[config.mk]
export PLATFORM = sky130hd
export DESIGN_NAME = interrupt_sequencer
export DESIGN_NICKNAME = d
export VERILOG_FILES = /design/src/rtl/interrupt_sequencer_pkg.sv /design/src/rtl/nmi_edge_latch.sv /design/src/rtl/interrupt_sequencer.sv
export SDC_FILE = /design/constraint.sdc
export NUM_CORES = 1
export LEC_CHECK = 0
export CAP_MARGIN = 20
export CORE_MARGIN = 2
export CORE_UTILIZATION = 36
export CTS_CLUSTER_SIZE = 10
export DETAILED_ROUTE_END_ITERATION = 6
export PLACE_DENSITY = 0.79
export SLEW_MARGIN = 0
export SYNTH_ARGS = -nofsm -noshare
export SYNTH_HDL_FRONTEND = slang
export SYNTH_HIERARCHICAL = 1
export SYNTH_SLANG_ARGS = --single-unit
[constraint.sdc]
create_clock -name clk -period 2.6 [get_ports clk]
set_clock_uncertainty 0.15 [all_clocks]
set_input_delay 0.26 -clock clk [delete_from_list [all_inputs] [get_ports clk]]
set_output_delay 0.26 -clock clk [all_outputs]
set_load 0.05 [all_outputs]
[src/rtl/interrupt_sequencer_pkg.sv]
// rtl/interrupt_sequencer_pkg.sv - shared types and constants for the interrupt entry sequencer
package interrupt_sequencer_pkg;

  typedef enum logic [2:0] {
    ST_IDLE     = 3'd0,
    ST_DUMMY1   = 3'd1,
    ST_DUMMY2   = 3'd2,
    ST_PUSH_PCH = 3'd3,
    ST_PUSH_PCL = 3'd4,
    ST_PUSH_P   = 3'd5,
    ST_VEC_LO   = 3'd6,
    ST_VEC_HI   = 3'd7
  } seq_state_t;

  typedef enum logic [1:0] {
    SRC_RESET = 2'd0,
    SRC_NMI   = 2'd1,
    SRC_BRK   = 2'd2,
    SRC_IRQ   = 2'd3
  } int_source_t;

  localparam logic [1:0] DSEL_NONE = 2'd0;
  localparam logic [1:0] DSEL_PCH  = 2'd1;
  localparam logic [1:0] DSEL_PCL  = 2'd2;
  localparam logic [1:0] DSEL_PSR  = 2'd3;

  localparam logic [15:0] DEF_NMI_VECTOR   = 16'hFFFA;
  localparam logic [15:0] DEF_RESET_VECTOR = 16'hFFFC;
  localparam logic [15:0] DEF_IRQ_VECTOR   = 16'hFFFE;
  localparam logic [7:0]  DEF_STACK_PAGE   = 8'h01;

endpackage

[src/rtl/nmi_edge_latch.sv]
// rtl/nmi_edge_latch.sv - NMI rising-edge detector with sticky pending flag
module nmi_edge_latch (
  input  logic clk,
  input  logic reset,
  input  logic nmi_in,
  input  logic clear,
  output logic pending
);

  logic nmi_q;
  logic pending_q;
  logic pending_d;
  logic rise;

  assign rise = nmi_in & ~nmi_q;

  // A new edge in the commit cycle must survive, so set is applied after clear.
  always_comb begin
    pending_d = pending_q;
    if (clear) pending_d = 1'b0;
    if (rise)  pending_d = 1'b1;
  end

  always_ff @(posedge clk) begin
    nmi_q <= nmi_in;
    if (reset) pending_q <= 1'b0;
    else       pending_q <= pending_d;
  end

  assign pending = pending_q;

endmodule

[src/rtl/interrupt_sequencer.sv]
// rtl/interrupt_sequencer.sv - arbitrates RESET/NMI/BRK/IRQ and sequences the 7-cycle handler entry
module interrupt_sequencer
  import interrupt_sequencer_pkg::*;
#(
  parameter logic [15:0] NMI_VECTOR   = DEF_NMI_VECTOR,
  parameter logic [15:0] RESET_VECTOR = DEF_RESET_VECTOR,
  parameter logic [15:0] IRQ_VECTOR   = DEF_IRQ_VECTOR,
  parameter logic [7:0]  STACK_PAGE   = DEF_STACK_PAGE
) (
  input  logic        clk,
  input  logic        reset,
  input  logic        instr_boundary,
  input  logic        nmi_in,
  input  logic        irq_in,
  input  logic        brk_in,
  input  logic        psr_i_flag,
  input  logic [7:0]  sp,
  output logic [15:0] abus,
  output logic [1:0]  data_sel,
  output logic        write_en,
  output logic        sp_dec,
  output logic        b_flag,
  output logic        set_i,
  output logic        load_pcl,
  output logic        load_pch,
  output logic        busy,
  output logic        done,
  output logic [1:0]  source
);

  seq_state_t  state_q, state_d;
  int_source_t source_q, source_d;
  logic        reset_pend_q, reset_pend_d;
  logic        nmi_pending;
  logic        commit;
  logic        hijack;
  logic        nmi_clear;
  logic [15:0] vector;

  assign commit    = (state_q == ST_PUSH_P);
  assign hijack    = commit && nmi_pending &&
                     (source_q == SRC_BRK || source_q == SRC_IRQ);
  assign nmi_clear = commit && (source_q == SRC_NMI || hijack);

  nmi_edge_latch u_nmi_edge_latch (
    .clk     (clk),
    .reset   (reset),
    .nmi_in  (nmi_in),
    .clear   (nmi_clear),
    .pending (nmi_pending)
  );

  always_comb begin
    state_d      = state_q;
    source_d     = source_q;
    reset_pend_d = reset_pend_q;
    case (state_q)
      ST_IDLE: begin
        if (instr_boundary) begin
          if (reset_pend_q) begin
            source_d = SRC_RESET;
            state_d  = ST_DUMMY1;
          end else if (nmi_pending) begin
            source_d = SRC_NMI;
            state_d  = ST_DUMMY1;
          end else if (brk_in) begin
            source_d = SRC_BRK;
            state_d  = ST_DUMMY1;
          end else if (irq_in && !psr_i_flag) begin
            source_d = SRC_IRQ;
            state_d  = ST_DUMMY1;
          end
        end
      end
      ST_PUSH_P: begin
        state_d = ST_VEC_LO;
        if (source_q == SRC_RESET) reset_pend_d = 1'b0;
        else if (hijack)           source_d     = SRC_NMI;
      end
      ST_VEC_HI: state_d = ST_IDLE;
      default:   state_d = seq_state_t'(state_q + 3'd1);
    endcase
  end

  always_ff @(posedge clk) begin
    if (reset) begin
      state_q      <= ST_IDLE;
      source_q     <= SRC_RESET;
      reset_pend_q <= 1'b1;
    end else begin
      state_q      <= state_d;
      source_q     <= source_d;
      reset_pend_q <= reset_pend_d;
    end
  end

  always_comb begin
    case (source_q)
      SRC_RESET: vector = RESET_VECTOR;
      SRC_NMI:   vector = NMI_VECTOR;
      default:   vector = IRQ_VECTOR;
    endcase
  end

  // Reset entries walk the stack pointer down without writing memory.
  always_comb begin
    abus     = 16'h0000;
    data_sel = DSEL_NONE;
    write_en = 1'b0;
    sp_dec   = 1'b0;
    b_flag   = 1'b0;
    set_i    = 1'b0;
    load_pcl = 1'b0;
    load_pch = 1'b0;
    done     = 1'b0;
    case (state_q)
      ST_PUSH_PCH, ST_PUSH_PCL, ST_PUSH_P: begin
        abus     = {STACK_PAGE, sp};
        sp_dec   = 1'b1;
        write_en = (source_q != SRC_RESET);
        if (state_q == ST_PUSH_PCH)      data_sel = DSEL_PCH;
        else if (state_q == ST_PUSH_PCL) data_sel = DSEL_PCL;
        else begin
          data_sel = DSEL_PSR;
          b_flag   = (source_q == SRC_BRK);
        end
      end
      ST_VEC_LO: begin
        abus     = vector;
        load_pcl = 1'b1;
        set_i    = 1'b1;
      end
      ST_VEC_HI: begin
        abus     = vector + 16'd1;
        load_pch = 1'b1;
        done     = 1'b1;
      end
      default: ;
    endcase
  end

  assign busy   = (state_q != ST_IDLE);
  assign source = source_q;

endmodule

==> reports/results.txt, run 1 <==
outcome -> completed
flop2flop setup slack -> 0.48 ns
grt ovf -> 0
critical path class -> reg -> out
H-tree level count -> 1
ratio of cells with drive above 1 in the final layout -> 24.2%
HP Class -> in -> reg
DR vias/cell -> 4.84
total power draw -> 635 µW
CP delay by family, top -> buffers and inverters
CP cell instances -> inv_1 -> ha_2 -> o21ai_1 -> nor2b_2 -> clkinv_2 -> a21o_1 -> buf_4
slowest library cell on the worst path -> dfxtp_1
CP max FO -> 9
Setup-failing EPs final -> 0
Sequential Area -> 160 µm²
clock slew at reported path FFs -> 0.05 ns
die height -> 47.7 µm
vias in the first global route -> 584
GRT Resource Usage Total -> 14.4%
Final #Nets -> 151
Layout fillers -> 174
cells after synthesis -> 93
Detailed Route WL -> 1.73 mm
Initial Util -> 39.0%
FP Rows -> 15
Post-synth EDFFs -> 0
worst setup slack after layout -> 0.225 ns
slew at the pin closest to its max-slew limit -> 0.508 ns
largest net degree at the start of global routing -> 14
commonest non-fill, non-tap cells in the layout -> clkdlybuf4s50_1 (21), buf_4 (19), nand2_1 (18), nor2_1 (8), dfxtp_1 (8)
Achievable Freq -> 421 MHz
Synthesized Nets -> 114
DRT iter0 DRCs -> 7
CTS tree -> built
hold_sp -> nmi_in
Clk Latency, worst-skew pair -> 0.25 ns
CP arrival -> 1.97 ns
synth-to-layout area growth -> 53.1%
fin. max-slew vios -> 0
Antenna Nets Post-Route -> 0
Final period util -> 91.4%
Synth cell types -> 27
Post-Syn Area per Cell -> 7.40 µm²
I/O Buffers -> 42
clock sinks -> 8
WHS Endpoint -> u_nmi_edge_latch/nmi_q
biggest cell delay along the critical path -> 0.42 ns
Seq/Total Area, Yosys -> 23.3%
gpl congestion -> 0.839
CTS Buf Count -> 3
async set-reset flop share out of synthesis -> 0%
Primary FF master, synth -> dfxtp_1
first-pass GRT wire length -> 2.37 mm
Multi-input gate area -> 434 µm²
via count -> 740
die area -> 2280 µm²
Relative slew margins -> 66.1%
Fin Setup TNS -> 0 ns
Place WS -> 0.268 ns
initial antenna violation count -> 0
worst r2r src -> state_q[0]
core area -> 1760 µm²
DRC Markers -> 0
CP endpoint kind -> output pin
Setup Fix Bufs, Post-CTS -> 0
Syn Std Cell Area -> 688 µm²
Max rail drop VDD -> 0.373 mV
antenna fix cells -> 0
Reg-to-Reg End -> source[0]
clock tree buffer depth -> 2
commonest non-fill, non-tap cell in the layout -> clkdlybuf4s50_1
Worst Path Buf+Inv -> 3
#FFs+latches synth -> 8
DR pass1 iterations -> 4
synth warn -> 6
Worst EP required -> 2.19 ns
I/O Pins -> 43
min Tclk post-route -> 2.38 ns
per-cell routed wire length -> 11.3 µm
Root Buffer -> clkbuf_4
PwrDens -> 603 nW/µm²
hpwl dp -> 1.43 mm
worst r2r path cells -> 6
RSZ-0062 raised after global routing -> no
hold buffers post-CTS -> 0
Hold Vio Cnt, Final -> 0
maxcap violations -> 0
Leak Pwr -> 0.540 nW
die width -> 47.7 µm
worst hold stages -> 1
Critical Path Source Type -> register
registers in the layout, indices dropped and copies added (netlist names):
name and cells:
source 2, u_nmi_edge_latch/pending 1, u_nmi_edge_latch/nmi_q 1, state_q 3
reset_pend_q 1
worst max-delay path by stage:
| stage | startpoint | slack, ns | endpoint | cells after the start |
|---|---|---|---|---|
| global route | state_q[0] | 0.06 | abus[0] | 7 |
| finish | state_q[0] | 0.22 | abus[0] | 7 |
| floorplan | state_q[0] | 0.1 | abus[1] | 4 |
| global placement | state_q[0] | 0.39 | abus[0] | 7 |
| CTS | state_q[0] | 0.04 | data_sel[1] | 5 |
| detailed placement | state_q[0] | 0.27 | abus[0] | 7 |
per-stage QoR:
| stage | std cells | instance area, µm² | hold WS [ns] | util [%] |
|---|---|---|---|---|
| after floorplan | 93 | 689 | 0.138 | - |
| after global placement | 150 | 1020 | 0.325 | 57.7 |
| after detailed placement | 150 | 1020 | 0.325 | 57.7 |
| after CTS | 153 | 1040 | 0.327 | 59.1 |
| after global routing | 153 | 1050 | 0.361 | 59.7 |
| final | 153 | 1050 | 0.337 | 59.7 |
repair_timing:
action	4_1_cts	5_1_grt
gates resized for setup	1	5
pin swaps	0	0
setup endpoints to repair	1	17
power by group:
group,internal (mW),total (mW),switching [mW]
Sequential,0.139,0.160,0.0212
Combinational,0.146,0.382,0.237
Clock,0.0527,0.0934,0.0406
Total,0.337,0.635,0.298
cells in the mapped netlist (2+ instances only):
cell type | n | area [µm²]
nor3_1 | 3 | 15.0
nor2_1 | 9 | 33.8
a21oi_1 | 2 | 10.0
nand2_1 | 18 | 67.6
o21ai_0 | 7 | 35.0
o31ai_1 | 3 | 22.5
nor2b_1 | 4 | 25.0
dfxtp_1 | 8 | 160
buf_4 | 10 | 75.1
inv_1 | 6 | 22.5
nand2b_1 | 2 | 12.5
ha_1 | 6 | 75.1
area by class of cell:
type / count / share of cell area (%)
Timing Repair Buffer: 42 / 35.9
Clock buffer: 3 / 2.14
Tap cell: 25 / 2.97
Sequential cell: 8 / 15.2
Multi-Input combinational cell: 68 / 41.2
Inverter: 7 / 2.61
worst reg2reg max path: stages (launching register included):
cell and delay [ns]:
dfxtp_1 0.35, inv_1 0.13, ha_2 0.27, or4b_4 0.51
o32ai_2 0.32, mux2i_1 0.22, nor2_1 0.05
cells by family (layout without fill, tap and decap cells):
family / count (synthesis) / after routing / share of synthesized area [%]
and+or+nand+nor: 43 / 43 / 31.5
AOI/OAI and AO/OA: 18 / 18 / 18.2
buffers and inverters: 17 / 52 / 14.7
DFF: 8 / 8 / 23.3
adders and majority gates: 6 / 6 / 10.9
muxes: 1 / 1 / 1.45
per-layer routing:
| layer | vias up | wire (µm) | global-route usage, % |
|---|---|---|---|
| met3 | 0 | 206 | 1.89 |
| met4 | 0 | 0 | 8.65 |
| met1 | 320 | 721 | 16.7 |
| met5 | - | 0 | 0 |
| met2 | 43 | 800 | 25.1 |
| li1 | 377 | - | - |
Power figures use the tool's default switching activity.
==> run 2: changes to the inputs <==
--- a/config.mk
+++ b/config.mk
@@ -7,10 +7,10 @@
 export LEC_CHECK = 0
 export CAP_MARGIN = 20
 export CORE_MARGIN = 2
-export CORE_UTILIZATION = 36
+export CORE_UTILIZATION = 34
 export CTS_CLUSTER_SIZE = 10
 export DETAILED_ROUTE_END_ITERATION = 6
-export PLACE_DENSITY = 0.79
+export DONT_BUFFER_PORTS = 1
 export SLEW_MARGIN = 0
 export SYNTH_ARGS = -nofsm -noshare
 export SYNTH_HDL_FRONTEND = slang
==> run 2 against run 1 <==
Sequential power about the same; worst hold slack got worse by 0.31 ns; routed wire length decreased by 10%; critical endpoint is now abus[10].
==> reports/results.txt, run 2 (synthesis gave the netlist of run 1 again) <==
Layout fillers -> 187 (+7.5%)
H-tree level count -> 1 (unchanged)
Net Switching -> 300 µW (+0.56%)
clock slew at reported path FFs -> 0.06 ns (about the same)
I/O Pins -> 43 (unchanged)
Setup crit end -> abus[10]
Final #Nets -> 129 (-15%)
critical path class -> reg -> out
Setup-failing EPs final -> 0 (unchanged)
FP Rows -> 16 (+1)
slew at the pin closest to its max-slew limit -> 0.690 ns (+0.182 ns)
CP arrival -> 2.00 ns (+0.03 ns)
DP Area -> 810 µm² (-21%)
cell depth of the worst setup path -> 6 (-1)
CTS Buf Count -> 3 (unchanged)
fin. max-slew vios -> 0 (unchanged)
core area -> 1940 µm² (+10%)
DR vias/cell -> 5.02 (+3.7%)
clock tree buffer depth -> 2 (unchanged)
clock share of power -> 15.3% (+0.6 points)
switch share -> 48.9% (+1.9 points)
Leak Pwr -> 0.421 nW (-22%)
min Tclk post-route -> 2.41 ns (+0.0372 ns)
max reg flops -> 3 (unchanged)
per-cell routed wire length -> 11.6 µm (+3.1%)
Relative slew margins -> 53.9% (-12 points)
Reg-to-Reg End -> source[0]
Pint -> 314 µW (-6.8%)
Worst Path Buf+Inv -> 3 (unchanged)
Non-Filler Instances -> 133 (-13%)
Detailed Route WL -> 1.55 mm (-10%)
Final period util -> 92.8% (+1.4 points)
worst r2r src -> state_q[0]
first-pass GRT wire length -> 2.37 mm (unchanged)
Initial Util -> 35.4% (-3.6 points)
antenna fix cells -> 0 (unchanged)
gpl congestion -> 0.864 (+3.0%)
Critical Path Source Type -> register
Top reg by flops -> state_q
outcome -> completed
DR pass1 iterations -> 4 (unchanged)
commonest non-fill, non-tap cells in the layout -> nand2_1 (18), buf_4 (16), nor2_1 (9), dfxtp_1 (8), ha_1 (6)
die area -> 2400 µm² (+5.4%)
HP Class -> in -> reg
die height -> 49.0 µm (+2.7%)
synth-to-layout area growth -> 24.2%
Hold Vio Cnt, Final -> 0 (unchanged)
clock sinks -> 8 (unchanged)
CTS tree -> built
grt ovf -> 0 (unchanged)
Root Buffer -> clkbuf_4
vias in the first global route -> 544 (-6.8%)
largest net degree at the start of global routing -> 14 (unchanged)
PwrDens -> 719 nW/µm² (+19%)
worst r2r path cells -> 7 (+1)
Sequential Power Share -> 26.1% (+0.9 points)
Clk Latency, worst-skew pair -> 0.25 ns (about the same)
Logic pwr share -> 58.5% (-1.6 points)
DRC Markers -> 0 (unchanged)
final instance area -> 855 µm² (-19%)
via count -> 667 (-9.9%)
CP delay by family, top -> simple AND/OR/NAND/NOR gates
GRT Resource Usage Total -> 12.7% (-1.7 points)
hpwl dp -> 1.21 mm (-15%)
biggest cell delay along the critical path -> 0.43 ns (about the same)
Worst EP required -> 2.19 ns (about the same)
ratio of cells with drive above 1 in the final layout -> 27.4% (+3.1 points)
Antenna Nets Post-Route -> 0 (unchanged)
slowest library cell on the worst path -> nor2_1
maxcap violations -> 0 (unchanged)
initial antenna violation count -> 0 (unchanged)
DRT iter0 DRCs -> 20 (+13)
die width -> 49.0 µm (+2.7%)
commonest non-fill, non-tap cell in the layout -> nand2_1
CP endpoint kind -> output pin
RSZ-0062 raised after global routing -> no
flop2flop setup slack -> 0.38 ns (-0.10 ns)
CP cell instances -> inv_1 -> ha_1 -> and2_1 -> nor2_1 -> clkinv_2 -> buf_12
I/O Buffers -> 0 (-100%)
CP max FO -> 9 (unchanged)
placed cell count -> 128 (-15%)
Max rail drop VDD -> 0.448 mV (+20%)
CP startpoint -> state_q[0]
Achievable Freq -> 414 MHz (-1.5%)
Fin Setup TNS -> 0 ns (unchanged)
Finished Core Util -> 44.0% (-16 points)
-- run 2: cell count changes in the layout (fill, tap and decap cells not counted) --
| cell | previous run | this run |
|---|---|---|
| ha_2 | 1 | 0 |
| clkinv_2 | 1 | 2 |
| inv_1 | 6 | 5 |
| nor2_1 | 8 | 9 |
| ha_1 | 5 | 6 |
| dlygate4sd3_1 | 0 | 2 |
| buf_4 | 19 | 16 |
| clkdlybuf4s50_1 | 21 | 0 |
| buf_12 | 0 | 2 |
| nor2_2 | 1 | 0 |
| dlymetal6s2s_1 | 2 | 0 |
-- run 2: repair_timing --
action                                  CTS  global route
gates resized for setup                   0             2
hold buffers                              2             0
buffers inserted                          0             0
hold endpoints to repair                  7             0
endpoints found under the setup margin    0             8
-- run 2: worst reg2reg max path, stage by stage (launching register included) --
cell	delay, ns
dfxtp_1	0.36
inv_1	0.12
ha_1	0.22
buf_4	0.16
or4b_4	0.48
o32ai_2	0.34
mux2i_1	0.22
nor2_1	0.05
-- run 2: area by class of cell --
class	instances	area, µm²	share of cell area (%)
clock buffer	3	22.5	2.64
inverter	7	28.8	3.37
multi-input combinational	68	429	50.2
sequential	8	160	18.7
tap	27	33.8	3.95
timing repair buffer	20	180	21.1
-- run 2: metal layers --
layer / vias to the layer above / share of wire (%) / GRT usage [%]
met1: 295 / 46 / 15.6
met4: 0 / 2.0 / 9.05
li1: 332 / - / -
met2: 36 / 43 / 19.6
met3: 4 / 9.5 / 2.76
met5: - / 0 / 0
-- run 2: how the worst min path moves through the flow --
stage / from / end / slack, ns / depth (start not counted)
after detailed placement: nmi_in / u_nmi_edge_latch/nmi_q / 0.14 / 0
after floorplan: nmi_in / u_nmi_edge_latch/nmi_q / 0.14 / 0
after CTS: nmi_in / u_nmi_edge_latch/pending / 0.02 / 2
after global placement: nmi_in / u_nmi_edge_latch/nmi_q / 0.14 / 0
after global routing: nmi_in / u_nmi_edge_latch/pending / 0.04 / 2
final: nmi_in / u_nmi_edge_latch/pending / 0.03 / 2
-- run 2: metrics by stage --
step	hold WS [ns]	power, mW	setup slack (ns)
after CTS	0.0189	0.616	0.126
after detailed placement	0.138	0.513	0.422
after global routing	0.0379	0.655	0.0139
final	0.0269	0.614	0.187
after global placement	0.138	0.510	0.470
after floorplan	0.138	0.436	0.0993
-- run 2: power by group through the flow --
stage               combinational [mW]  clock [mW]  sequential [mW]
finish                           0.359      0.0941            0.161
global route                     0.386       0.105            0.164
CTS                              0.357      0.0990            0.160
detailed placement               0.351           0            0.163
global placement                 0.349           0            0.160
floorplan                        0.279           0            0.157
